<file path="src/rtl/matmul_tile_sequencer_if.sv">
// Handshake bundle between the tile sequencer, the instruction decoder
// (start/counts) and master_multip_control (launch/done/fifo_ready/indices).
interface matmul_tile_sequencer_if #(
   parameter int IDX_W = 3
);
   logic             start;
   logic [IDX_W:0]   num_tile_rows;
   logic [IDX_W:0]   num_tile_cols;
   logic             multip_done;
   logic             fifo_ready;
   logic             multip_active;
   logic [IDX_W-1:0] submat_row;
   logic [IDX_W-1:0] submat_col;
   logic             busy;
   logic             sweep_done;

   // Sequencer side: consumes requests and controller status, drives launches.
   modport master (
      input  start, num_tile_rows, num_tile_cols, multip_done, fifo_ready,
      output multip_active, submat_row, submat_col, busy, sweep_done
   );

   // Environment side: decoder plus multiply controller.
   modport slave (
      output start, num_tile_rows, num_tile_cols, multip_done, fifo_ready,
      input  multip_active, submat_row, submat_col, busy, sweep_done
   );
endinterface

</file>
<file path="src/rtl/matmul_tile_sequencer.sv">
// Tile sequencer: walks the output matrix row-major one tile at a time,
// launching a single systolic multiply per tile and waiting for it to
// complete before stepping to the next tile. All outputs are registered.
module matmul_tile_sequencer #(
   parameter int width_height         = 16,
   parameter int max_out_width_height = 128
) (
   input logic                    clk,
   input logic                    reset,
   matmul_tile_sequencer_if.master bus
);
   localparam int IDX_W     = $clog2(max_out_width_height / width_height);
   localparam int MAX_TILES = max_out_width_height / width_height;

   localparam logic [IDX_W:0]   MAX_COUNT = (IDX_W + 1)'(MAX_TILES);
   localparam logic [IDX_W:0]   CNT_ONE   = {{IDX_W{1'b0}}, 1'b1};
   localparam logic [IDX_W-1:0] IDX_ONE   = {{(IDX_W - 1){1'b0}}, 1'b1};
   localparam logic [IDX_W-1:0] IDX_ZERO  = {IDX_W{1'b0}};
   localparam logic [IDX_W:0]   CNT_ZERO  = {(IDX_W + 1){1'b0}};

   localparam logic [2:0] IDLE      = 3'd0;
   localparam logic [2:0] ISSUE     = 3'd1;
   localparam logic [2:0] WAIT_ACK  = 3'd2;
   localparam logic [2:0] WAIT_DONE = 3'd3;
   localparam logic [2:0] ADVANCE   = 3'd4;
   localparam logic [2:0] FINISH    = 3'd5;

   // Requests larger than the physical output matrix are trimmed to it.
   function automatic logic [IDX_W:0] clamp_count(input logic [IDX_W:0] c);
      logic [IDX_W:0] r;
      if (c > MAX_COUNT) begin
         r = MAX_COUNT;
      end else begin
         r = c;
      end
      return r;
   endfunction

   logic [2:0]       state_r,      state_nxt_s;
   logic [IDX_W:0]   rows_r,       rows_nxt_s;
   logic [IDX_W:0]   cols_r,       cols_nxt_s;
   logic [IDX_W-1:0] row_r,        row_nxt_s;
   logic [IDX_W-1:0] col_r,        col_nxt_s;
   logic             active_r,     active_nxt_s;
   logic             busy_r,       busy_nxt_s;
   logic             sweep_done_r, sweep_done_nxt_s;
   logic             row_last_s;
   logic             col_last_s;

   // Indices are compared against count-1 in count width so they never wrap.
   assign row_last_s = ({1'b0, row_r} == (rows_r - CNT_ONE));
   assign col_last_s = ({1'b0, col_r} == (cols_r - CNT_ONE));

   // Next-state and next-output decode for the sweep FSM.
   always_comb begin
      state_nxt_s      = state_r;
      rows_nxt_s       = rows_r;
      cols_nxt_s       = cols_r;
      row_nxt_s        = row_r;
      col_nxt_s        = col_r;
      active_nxt_s     = 1'b0;
      sweep_done_nxt_s = 1'b0;
      case (state_r)
         IDLE: begin
            if (bus.start) begin
               rows_nxt_s = clamp_count(bus.num_tile_rows);
               cols_nxt_s = clamp_count(bus.num_tile_cols);
               row_nxt_s  = IDX_ZERO;
               col_nxt_s  = IDX_ZERO;
               if ((bus.num_tile_rows == CNT_ZERO) || (bus.num_tile_cols == CNT_ZERO)) begin
                  state_nxt_s = FINISH;
               end else begin
                  state_nxt_s = ISSUE;
               end
            end else begin
               state_nxt_s = IDLE;
            end
         end
         ISSUE: begin
            if (bus.multip_done && bus.fifo_ready) begin
               active_nxt_s = 1'b1;
               state_nxt_s  = WAIT_ACK;
            end else begin
               state_nxt_s  = ISSUE;
            end
         end
         WAIT_ACK: begin
            // Controller drops done once it has left its hold state.
            if (!bus.multip_done) begin
               state_nxt_s = WAIT_DONE;
            end else begin
               state_nxt_s = WAIT_ACK;
            end
         end
         WAIT_DONE: begin
            if (bus.multip_done) begin
               state_nxt_s = ADVANCE;
            end else begin
               state_nxt_s = WAIT_DONE;
            end
         end
         ADVANCE: begin
            if (col_last_s) begin
               col_nxt_s = IDX_ZERO;
               if (row_last_s) begin
                  state_nxt_s = FINISH;
               end else begin
                  row_nxt_s   = row_r + IDX_ONE;
                  state_nxt_s = ISSUE;
               end
            end else begin
               col_nxt_s   = col_r + IDX_ONE;
               state_nxt_s = ISSUE;
            end
         end
         FINISH: begin
            sweep_done_nxt_s = 1'b1;
            state_nxt_s      = IDLE;
         end
         default: begin
            state_nxt_s = IDLE;
         end
      endcase
      busy_nxt_s = (state_nxt_s != IDLE);
   end

   // State, latched counts, tile indices and registered outputs.
   always_ff @(posedge clk) begin
      if (reset) begin
         state_r      <= IDLE;
         rows_r       <= CNT_ZERO;
         cols_r       <= CNT_ZERO;
         row_r        <= IDX_ZERO;
         col_r        <= IDX_ZERO;
         active_r     <= 1'b0;
         busy_r       <= 1'b0;
         sweep_done_r <= 1'b0;
      end else begin
         state_r      <= state_nxt_s;
         rows_r       <= rows_nxt_s;
         cols_r       <= cols_nxt_s;
         row_r        <= row_nxt_s;
         col_r        <= col_nxt_s;
         active_r     <= active_nxt_s;
         busy_r       <= busy_nxt_s;
         sweep_done_r <= sweep_done_nxt_s;
      end
   end

   assign bus.multip_active = active_r;
   assign bus.submat_row    = row_r;
   assign bus.submat_col    = col_r;
   assign bus.busy          = busy_r;
   assign bus.sweep_done    = sweep_done_r;
endmodule

</file>
<file path="src/flat_wrapper.sv">
// flat-port wrapper written by rule: the top's interface ports become plain ports
module matmul_tile_sequencer_flat 
#(
   parameter int width_height         = 16,
   parameter int max_out_width_height = 128
)
  (clk, reset, bus_start, bus_num_tile_rows, bus_num_tile_cols, bus_multip_done, bus_fifo_ready, bus_multip_active, bus_submat_row, bus_submat_col, bus_busy, bus_sweep_done);
  matmul_tile_sequencer_if #(.IDX_W(3)) bus_i ();
  input logic clk;
  input logic reset;
  input wire logic [$bits(bus_i.start)-1:0] bus_start;
  input wire logic [$bits(bus_i.num_tile_rows)-1:0] bus_num_tile_rows;
  input wire logic [$bits(bus_i.num_tile_cols)-1:0] bus_num_tile_cols;
  input wire logic [$bits(bus_i.multip_done)-1:0] bus_multip_done;
  input wire logic [$bits(bus_i.fifo_ready)-1:0] bus_fifo_ready;
  output wire logic [$bits(bus_i.multip_active)-1:0] bus_multip_active;
  output wire logic [$bits(bus_i.submat_row)-1:0] bus_submat_row;
  output wire logic [$bits(bus_i.submat_col)-1:0] bus_submat_col;
  output wire logic [$bits(bus_i.busy)-1:0] bus_busy;
  output wire logic [$bits(bus_i.sweep_done)-1:0] bus_sweep_done;
  assign bus_i.start = bus_start;
  assign bus_i.num_tile_rows = bus_num_tile_rows;
  assign bus_i.num_tile_cols = bus_num_tile_cols;
  assign bus_i.multip_done = bus_multip_done;
  assign bus_i.fifo_ready = bus_fifo_ready;
  assign bus_multip_active = bus_i.multip_active;
  assign bus_submat_row = bus_i.submat_row;
  assign bus_submat_col = bus_i.submat_col;
  assign bus_busy = bus_i.busy;
  assign bus_sweep_done = bus_i.sweep_done;
  matmul_tile_sequencer #(.width_height(width_height), .max_out_width_height(max_out_width_height)) u_core (.clk(clk), .reset(reset), .bus(bus_i));
endmodule
</file>
<file path="config.mk">
export PLATFORM = sky130hd
export DESIGN_NAME = matmul_tile_sequencer_flat
export DESIGN_NICKNAME = d
export VERILOG_FILES = /design/src/rtl/matmul_tile_sequencer_if.sv /design/src/rtl/matmul_tile_sequencer.sv /design/src/flat_wrapper.sv
export SDC_FILE = /design/constraint.sdc
export NUM_CORES = 1
export LEC_CHECK = 0
export BUFFER_PORTS_ARGS = -buffer_cell sky130_fd_sc_hd__buf_2
export CORE_AREA = 2 2 52 44
export CTS_CLUSTER_SIZE = 12
export DETAILED_ROUTE_END_ITERATION = 10
export DIE_AREA = 0 0 54 46
export PLACE_DENSITY_LB_ADDON = 0.08
export SLEW_MARGIN = 20
export SYNTH_ARGS = -nofsm -noshare
export SYNTH_HDL_FRONTEND = slang
export SYNTH_SLANG_ARGS = --single-unit
export TNS_END_PERCENT = 1
</file>
<file path="constraint.sdc">
create_clock -name clk -period 4.1 [get_ports clk]
set_input_delay 0.615 -clock clk [delete_from_list [all_inputs] [get_ports clk]]
set_output_delay 0.615 -clock clk [all_outputs]
set_load 0.1 [all_outputs]
</file>
## Word-level counts from Yosys, hierarchy flattened

Index checks and enable logic that the tools add are counted.

| cells by class | value |
|---|---|
| add/subtract/negate cells | 4 |
| order comparisons | 2 |
| eq/ne operators | 10 |
| mux-type cells | 18 |
| bitwise logic cells | 1 |
| reduce and logical (&&, ||, !) cells | 11 |

Operators by type and width:

| kind | number |
|---|---|
| 3-bit 2-to-1 mux | 9 |
| 3-bit one-hot mux with 5 select lines | 1 |
| 3-bit one-hot mux with 2 select lines | 2 |
| 3-bit by 4-bit equality test with 1-bit output | 2 |
| 4-bit greater-than comparator (second input constant) | 2 |
| 4-bit logical NOT | 2 |
| 4-bit 2-to-1 mux | 2 |
| 4-bit by 1-bit subtractor with 4-bit output (second input constant) | 2 |
| 3-bit by 1-bit adder with 3-bit output (second input constant) | 2 |
| 3-bit by 2-bit equality test with 1-bit output (second input constant) | 2 |
| 3-bit equality test (second input constant) | 2 |
| 2-bit inequality test (second input constant) | 2 |
| 2-bit AND reduction | 2 |
| 4-bit AND reduction | 1 |
| 3-bit by 1-bit equality test with 1-bit output (second input constant) | 1 |
| 3-bit logical NOT | 1 |
| 1-bit 2-to-1 mux | 3 |
| 3-bit nonzero test | 1 |
| 2-bit 2-to-1 mux | 1 |
| 2-bit by 1-bit inequality test with 1-bit output (second input constant) | 1 |
| 2-bit nonzero test | 1 |
| 2-bit OR reduction | 1 |
| 1-bit logical AND | 1 |
| 1-bit logical OR | 1 |
| 1-bit NOT | 1 |

| word-level totals | value |
|---|---|
| register bits after elaboration | 20 |
| output and inout bits | 9 |
| logic and storage cells | 54 |

## Longest topological paths before layout

Gate-level depths: netlist (run 1).

| logic depth | value |
|---|---|
| word-level depth | 6 |
| mapped depth | 7 |

## Least setup slack after synthesis (run 1)

No wires, ideal clock.

| path | value |
|---|---|
| path type | reg2reg |
| from | register u_core.col_r[2] (netlist: u_core.bus.submat_col[2]) |
| to | register u_core.row_r[2] (netlist: u_core.bus.submat_row[2]) |
| library setup time | 0.065 ns |
| arrival time | 2.472 ns |
| slack | 1.563 ns |
| stages on the path, launching flop included | 6 |
| buffers on the path | 0 |
| period minus slack after synthesis | 2.537 ns |
| cells stage by stage | dfxtp_1 xor3_1 o22ai_2 a31oi_2 or4_1 nand2_1 |

| on the way | value |
|---|---|
| cells in the longest elaborated chain, start to end | 3 |

Ends and longest elaborated chain:

| item | line | RTL |
|---|---|---|
| from (decl) | matmul_tile_sequencer.sv:43 | `logic [IDX_W-1:0] col_r, col_nxt_s;` |
| from (signal assigned) | matmul_tile_sequencer.sv:143 | `col_r <= col_nxt_s;` |
| 3-bit by 4-bit equality test with 1-bit output | matmul_tile_sequencer.sv:52 | `assign col_last_s = ({1'b0, col_r} == (cols_r - CNT_ONE));` |
| 2-bit by 1-bit inequality test with 1-bit output (no source line) | n/a |  |
| 4-bit AND reduction (no source line) | n/a |  |
| to (signal assigned) | matmul_tile_sequencer.sv:142 | `row_r <= row_nxt_s;` |
| to (decl) | matmul_tile_sequencer.sv:42 | `logic [IDX_W-1:0] row_r, row_nxt_s;` |

No other way between the ends.
A chain may end at the register's enable or synchronous reset.

## Worst setup path in the final report (run 1)

| path | value |
|---|---|
| from | register u_core.cols_r[0] |
| to | register u_core.row_r[2] (netlist: u_core.bus.submat_row[2]) |

| on the way | value |
|---|---|
| cells in the longest elaborated chain, start to end | 4 |

Ends and longest elaborated chain:

| item | line | RTL |
|---|---|---|
| from (decl) | matmul_tile_sequencer.sv:41 | `logic [IDX_W:0] cols_r, cols_nxt_s;` |
| from (signal assigned) | matmul_tile_sequencer.sv:141 | `cols_r <= cols_nxt_s;` |
| 4-bit by 1-bit subtractor with 4-bit output | matmul_tile_sequencer.sv:52 |  |
| 3-bit by 4-bit equality test with 1-bit output | matmul_tile_sequencer.sv:52 |  |
| 2-bit by 1-bit inequality test with 1-bit output (no source line) | n/a |  |
| 4-bit AND reduction (no source line) | n/a |  |

No other way between the ends.

==> key figures, run 1 <==
Outcome
  • Run status: complete, no violations

Timing
  • Actual transition at the worst max-transition pin: 0.575 ns
  • Crit path time final: 1.94 ns
  • Period utilization: 47.2%
  • Fin. max-slew vios: 0
  • Clock Skew: 0.00704 ns
  • Worst slew margin relative to its limit: 61.4%
  • RSZ-0062 raised after global routing: no
  • Setup violation total in the final timing report: 0
  • Final sum of negative setup slack: 0 ns
  • Upper clock frequency limit: 0.516 GHz
  • Hold Fails Final Rpt: 0

Final layout
  • Area growth from synthesis to layout: 13.6%
  • Final net count: 166
  • Non-Filler Instances: 172
  • Most frequent standard cell in the layout excluding fill and tap cells: buf_2
  • Antenna diode count: 0
  • Final core utilization: 59.9%
  • Highest-count cells in the layout ignoring fill and taps: 21 x buf_2, 20 x nand2_1, 20 x dfxtp_1
  • Layout cell share with drive strength beyond 1: 19.7%

Logic synthesis
  • Count of unique library cells instantiated by Yosys: 34
  • Post-synthesis register bit count: 20
  • Yosys Warn Count: 0
  • Synthesized netlist cell count: 127
  • Netlist area before placement: 1070 um^2
  • Sequential cell area fraction in the yosys report: 37.4%
  • Mapped Avg Cell Area: 8.42 um^2
  • Synthesized Nets: 144

Worst setup path
  • Crit path kind: flip-flop to flip-flop
  • Critical Path RT: 4.36 ns
  • Delay of the slowest critical-path stage: 0.54 ns
  • Data arrival time of the worst path: 2.19 ns
  • Startpoint Class: flip-flop
  • Cell breakdown of the critical path: inv_1 > ha_1 > xor2_1 > o211a_1 > a31oi_2 > or4_1 > nand2_1
  • Maximum fanout along the worst path: 6
  • CP Capture Type: flip-flop
  • Standard cell with the maximum stage delay on the critical path: or4_1

Floorplan
  • Chip Width: 54 um
  • Initial core utilization: 52.8%
  • Area enclosed by the die boundary: 2480 um^2
  • Number of placement rows: 15
  • Chip height: 46 um
  • Core Box Area: 2030 um^2
  • # IOs: 22

Clocking
  • Maximum clock path buffer count: 2
  • Hold-fix buffers at CTS: 0
  • Clock transition time at the flip-flop clock pins of the worst setup and hold paths: 0.11 ns
  • Clk sink count: 20
  • Cell at the root of the clock tree: clkbuf_4
  • TritonCTS buffer count: 3
  • Clock latency on the worst-skew pair: 0.30 ns
  • Number of setup buffers added after CTS: 0
  • Number of H-tree levels: 1
  • CTS tree: done
  • CTS resizes: 0

Power
  • Comb power frac: 21.4%
  • Power per Cell Area: 318 nW/um^2
  • Flop pwr share: 54.8%
  • Total chip power: 0.000386 W
  • Clock network fraction of design power: 23.8%
  • Leakage component of the power: 0.541 nW
  • Switching power as a share of total power: 31.4%
  • Switch Pwr: 0.000121 W
  • Design internal power: 0.000265 W
  • Peak ir drop on the vdd network: 0.191 mV

Routing
  • Vias post-DR: 951
  • Routed Wire Length: 2240 um
  • Antenna-violating nets left: 0
  • 1st-iter DRT viols: 15
  • Number of optimization iterations in the first detailed-route pass: 4
  • Wirelength per Cell: 13.0 um
  • DRC Markers: 0
  • Vias per cell: 5.53

Placement
  • I/O Buffers: 21
  • Final HPWL DP: 1680 um
  • RD Place Congestion: 0.759
  • Placed cell count: 169

Job
  • Maximum capacitance violations: 0

GRT
  • Initial antenna violation count: 0
  • Wire length of the first global-routing pass: 3570 um
  • Vias in the first global route: 856
  • GRT overflow: 0
  • Tot GR Track Use: 20.7%
  • Largest net degree at the start of global routing: 21

Hold path
  • Class of the worst hold path: flip-flop to flip-flop
==> worst max-delay path, delay by kind of cell, from the launching register on <==
kind / cells / cell delay, ns
buffers and inverters: 1 / 0.08
AND/OR/NAND/NOR: 2 / 0.61
flip-flops: 1 / 0.41
adder cells (fa/ha/maj): 1 / 0.31
AO/OA/AOI/OAI: 2 / 0.34
XOR/XNOR: 1 / 0.14
==> flip-flops by register name (all words and copies together) (netlist names) <==
name / count
u_core.cols_r: 4
u_core.bus.multip_active: 1
u_core.state_r: 3
u_core.bus.busy: 1
u_core.bus.submat_row: 3
u_core.bus.sweep_done: 1
u_core.bus.submat_col: 3
u_core.rows_r: 4
==> per-stage QoR <==
stage          setup slack [ns]  cell area (um^2)  hold WS (ns)
4_1_cts                    2.18              1210         0.488
5_1_grt                    2.02              1210         0.503
6_report                   2.16              1210         0.488
2_1_floorplan              1.56              1070         0.445
3_3_place_gp               2.24              1190         0.458
3_5_place_dp               2.20              1190         0.471
==> power groups by stage <==
| stage | clock network [W] | registers, W | logic, W |
|---|---|---|---|
| finish | 0.0000920 | 0.000211 | 0.0000825 |
| global route | 0.000103 | 0.000213 | 0.0000912 |
| CTS | 0.0000965 | 0.000212 | 0.0000830 |
| detailed placement | 0 | 0.000216 | 0.0000827 |
| global placement | 0 | 0.000215 | 0.0000806 |
| floorplan | 0 | 0.000232 | 0.0000451 |
==> Yosys cell counts, drive strengths merged <==
cell | instances | area (um^2)
nor4b | 1 | 8.76
o311ai | 3 | 26.3
nor2b | 2 | 12.5
nor3 | 3 | 15.0
dfxtp | 20 | 400
a22oi | 1 | 7.51
xor2 | 6 | 52.6
xnor2 | 2 | 17.5
o22ai | 1 | 12.5
nand3 | 2 | 10.0
nand3b | 6 | 45.0
a31oi | 2 | 18.8
and3 | 1 | 6.26
mux2i | 1 | 10.0
xor3 | 1 | 23.8
or3 | 4 | 30.0
nand2 | 20 | 75.1
o41ai | 1 | 8.76
a21oi | 13 | 65.1
inv | 6 | 22.5
buf | 2 | 10.0
a21o | 1 | 7.51
nor3b | 1 | 7.51
or4 | 2 | 15.0
nand2b | 1 | 6.26
o211a | 1 | 10.0
clkbuf | 3 | 11.3
o21ai | 6 | 30.0
nor4 | 4 | 31.3
nor2 | 6 | 22.5
ha | 4 | 50.1
==> path summary, 6_finish.rpt <==
kind | start | endpoint | slack (ns) | cells past startpoint
max | u_core.cols_r[0] | u_core.bus.submat_row[2] | 2.16 | 7
min | u_core.rows_r[3] | u_core.rows_r[3] | 0.49 | 2
max reg2reg | u_core.cols_r[0] | u_core.bus.submat_row[2] | 2.16 | 7
min reg2reg | u_core.rows_r[3] | u_core.rows_r[3] | 0.49 | 2
==> per-layer routing <==
layer	vias up	wire length, um	GRT usage (%)
met2	19	1080	36.1
met3	2	94	7.24
met1	438	1050	24.5
met4	0	15	4.50
li1	492	-	-
met5	-	0	0
==> final cells by class <==
cell class | count | area [um^2]
inverters | 6 | 22.5
clock buffers | 3 | 22.5
well taps | 25 | 31.3
multi-input cells | 96 | 626
fillers | 201 | 812
repair buffers | 22 | 113
flip-flops and latches | 20 | 400
==> logic make-up (layout without fill, tap and decap cells) <==
group | count (synthesis) | in the layout | share of synthesized area (%)
DFF | 20 | 20 | 37.4
and+or+nand+nor | 53 | 53 | 26.7
xor gates and xnor gates | 9 | 9 | 8.77
adders and majority gates | 4 | 4 | 4.68
buffers and inverters | 11 | 31 | 4.09
AOI/OAI and AO/OA | 29 | 29 | 17.4
muxes | 1 | 1 | 0.936
No activity file was read; power rests on OpenSTA's default activity.
==> run 2: changes to the inputs <==
- CORE_AREA: 2 2 52 44 -> 2 2 54 46
- DIE_AREA: 0 0 54 46 -> 0 0 56 48
- clock period: 4.1 -> 1.95 ns (I/O delays scaled with it)
==> key figures, run 2 (synthesis gave the netlist of run 1 again) <==
Routing
  • 1st-iter DRT viols: 26 (+11)
  • Vias per cell: 5.49 (-0.63%)
  • Number of optimization iterations in the first detailed-route pass: 4 (unchanged)
  • Routed Wire Length: 2210 um (-1.3%)
  • Vias post-DR: 967 (+1.7%)
  • Wirelength per Cell: 12.6 um (-3.5%)
  • DRC Markers: 0 (unchanged)
  • Antenna-violating nets left: 0 (unchanged)

Power
  • Comb power frac: 18.6% (-2.8 points)
  • Clock network fraction of design power: 35.1% (+11 points)
  • Power per Cell Area: 749 nW/um^2 (+140%)
  • Switch Pwr: 0.000261 W (+120%)
  • Total chip power: 0.000957 W (+150%)
  • Leakage component of the power: 0.575 nW (+6.3%)
  • Design internal power: 0.000696 W (+160%)
  • Peak ir drop on the vdd network: 0.564 mV (+200%)
  • Flop pwr share: 46.3% (-8.5 points)
  • Switching power as a share of total power: 27.3% (-4.1 points)

Worst setup path
  • Maximum fanout along the worst path: 6 (unchanged)
  • Standard cell with the maximum stage delay on the critical path: or4_1
  • Number of buffers and inverters on the critical path: 1 (unchanged)
  • Cell breakdown of the critical path: inv_1 > ha_1 > xor3_1 > o22ai_2 > a31oi_2 > or4_1 > nand2_1
  • Startpoint Class: flip-flop
  • Critical Path RT: 2.21 ns (-2.15 ns)
  • Crit path kind: flip-flop to flip-flop
  • Delay of the slowest critical-path stage: 0.53 ns (about the same)
  • Data arrival time of the worst path: 2.09 ns (-0.10 ns)
  • Startpoint of the lowest-slack register-to-register path: u_core.cols_r[0]
  • CP Capture Type: flip-flop
  • Source of the critical timing path: u_core.cols_r[0]
  • Top Family by Delay on Critical Path: simple AND/OR/NAND/NOR gates

Final layout
  • Largest regs: u_core.cols_r x4, u_core.rows_r x4
  • Highest-count cells in the layout ignoring fill and taps: 21 x buf_2, 20 x nand2_1, 14 x dfxtp_1
  • Antenna diode count: 0 (unchanged)
  • Most frequent standard cell in the layout excluding fill and tap cells: buf_2
  • Non-Filler Instances: 176 (+2.3%)
  • Area growth from synthesis to layout: 19.4%
  • Final net count: 169 (+1.8%)
  • Layout cell share with drive strength beyond 1: 25.8% (+6.1 points)

Timing
  • RSZ-0062 raised after global routing: yes
  • Worst slew margin relative to its limit: 67.7% (+6.4 points)
  • Upper clock frequency limit: 0.546 GHz (+5.7%)
  • Actual transition at the worst max-transition pin: 0.487 ns (-0.0874 ns)
  • Period utilization: 93.9% (+47 points)
  • Setup violation total in the final timing report: 0 (unchanged)
  • Crit path time final: 1.83 ns (-0.105 ns)
  • Fin. max-slew vios: 0 (unchanged)
  • Hold Fails Final Rpt: 0 (unchanged)
  • Clock Skew: 0.00553 ns (-0.00152 ns)

Hold path
  • Hold wc startpoint: bus_num_tile_rows[3]
  • Class of the worst hold path: input port to flip-flop

Floorplan
  • Chip Width: 56 um (+3.7%)
  • Initial core utilization: 50.9% (-1.9 points)
  • Core Box Area: 2100 um^2 (+3.7%)
  • Chip height: 48 um (+4.3%)
  • Number of placement rows: 15 (unchanged)
  • Area enclosed by the die boundary: 2690 um^2 (+8.2%)
  • # IOs: 22 (unchanged)

Placement
  • I/O Buffers: 21 (unchanged)
  • RD Place Congestion: 0.740 (-2.4%)
  • Placed cell count: 171 (+1.2%)
  • Final HPWL DP: 1680 um (-0.14%)

GRT
  • GRT overflow: 0 (unchanged)
  • Met3 track demand over resource in global routing: 4.86% (-2.4 points)
  • GR Layer Usage met1: 22.0% (-2.6 points)
  • Wire length of the first global-routing pass: 3570 um (+0.20%)
  • Vias in the first global route: 835 (-2.5%)
  • Initial antenna violation count: 0 (unchanged)
  • Largest net degree at the start of global routing: 21 (unchanged)
  • Tot GR Track Use: 17.8% (-2.9 points)
  • Met2 track demand over resource in global routing: 29.6% (-6.5 points)
  • GR peak layer: met2

Clocking
  • Number of H-tree levels: 1 (unchanged)
  • CTS tree: done
  • Maximum clock path buffer count: 2 (unchanged)
  • Clk sink count: 20 (unchanged)
  • Clock latency on the worst-skew pair: 0.31 ns (about the same)
  • Clock transition time at the flip-flop clock pins of the worst setup and hold paths: 0.11 ns (about the same)
  • TritonCTS buffer count: 3 (unchanged)
  • Cell at the root of the clock tree: clkbuf_4

Job
  • Maximum capacitance violations: 0 (unchanged)

Outcome
  • Run status: complete, no violations
## run 2: worst paths after layout
kind	endpoint	slack (ns)	cells past startpoint
max	u_core.bus.submat_row[1]	0.12	7
min	u_core.rows_r[3]	0.25	3
max reg2reg	u_core.bus.submat_row[1]	0.12	7
min reg2reg	u_core.cols_r[1]	0.47	2
## run 2: metal layers
layer / wire [um] / part of all wire (%)
met5: 0 / 0
met4: 42 / 1.9
met3: 86 / 3.9
met2: 994 / 45
met1: 1090 / 49
## run 2: timing repair
item,4_1_cts,5_1_grt
hold buffers,0,0
hold endpoints to repair,0,0
gates resized for setup,0,3
buffers inserted,0,1
setup endpoints to repair,0,3
## run 2: layout make-up
class	count	area (um^2)
Sequential cell	20	410
Inverter	6	22.5
Multi-Input combinational cell	96	626
Clock buffer	3	22.5
Clock inverter	1	30.0
Fill cell	197	825
Tap cell	25	31.3
Timing Repair Buffer	25	135
## run 2: power by group through the flow
stage,Clock (W),Sequential [W],Combinational (W)
global placement,0,0.000452,0.000172
global route,0.000361,0.000446,0.000194
finish,0.000336,0.000443,0.000178
CTS,0.000348,0.000443,0.000176
detailed placement,0,0.000453,0.000175
floorplan,0,0.000486,0.0000947
## run 2: through the flow
step                worst slack (ns)  hold WS (ns)  TNS (ns)  cell area, um^2  utilization, %
finish                         0.119         0.248         0             1280            60.8
global route                -0.00229         0.242  -0.00413             1280            60.8
CTS                           0.0204         0.235         0             1270            60.3
detailed placement            0.0463         0.472         0             1210            57.8
global placement               0.120         0.461         0             1210            57.8
floorplan                    -0.0265         0.428   -0.0326             1080               -
## run 2: tightest hold or removal path: stages
cell     delay (ns)
buf_2          0.12
nand2_1        0.05
a21oi_1        0.05
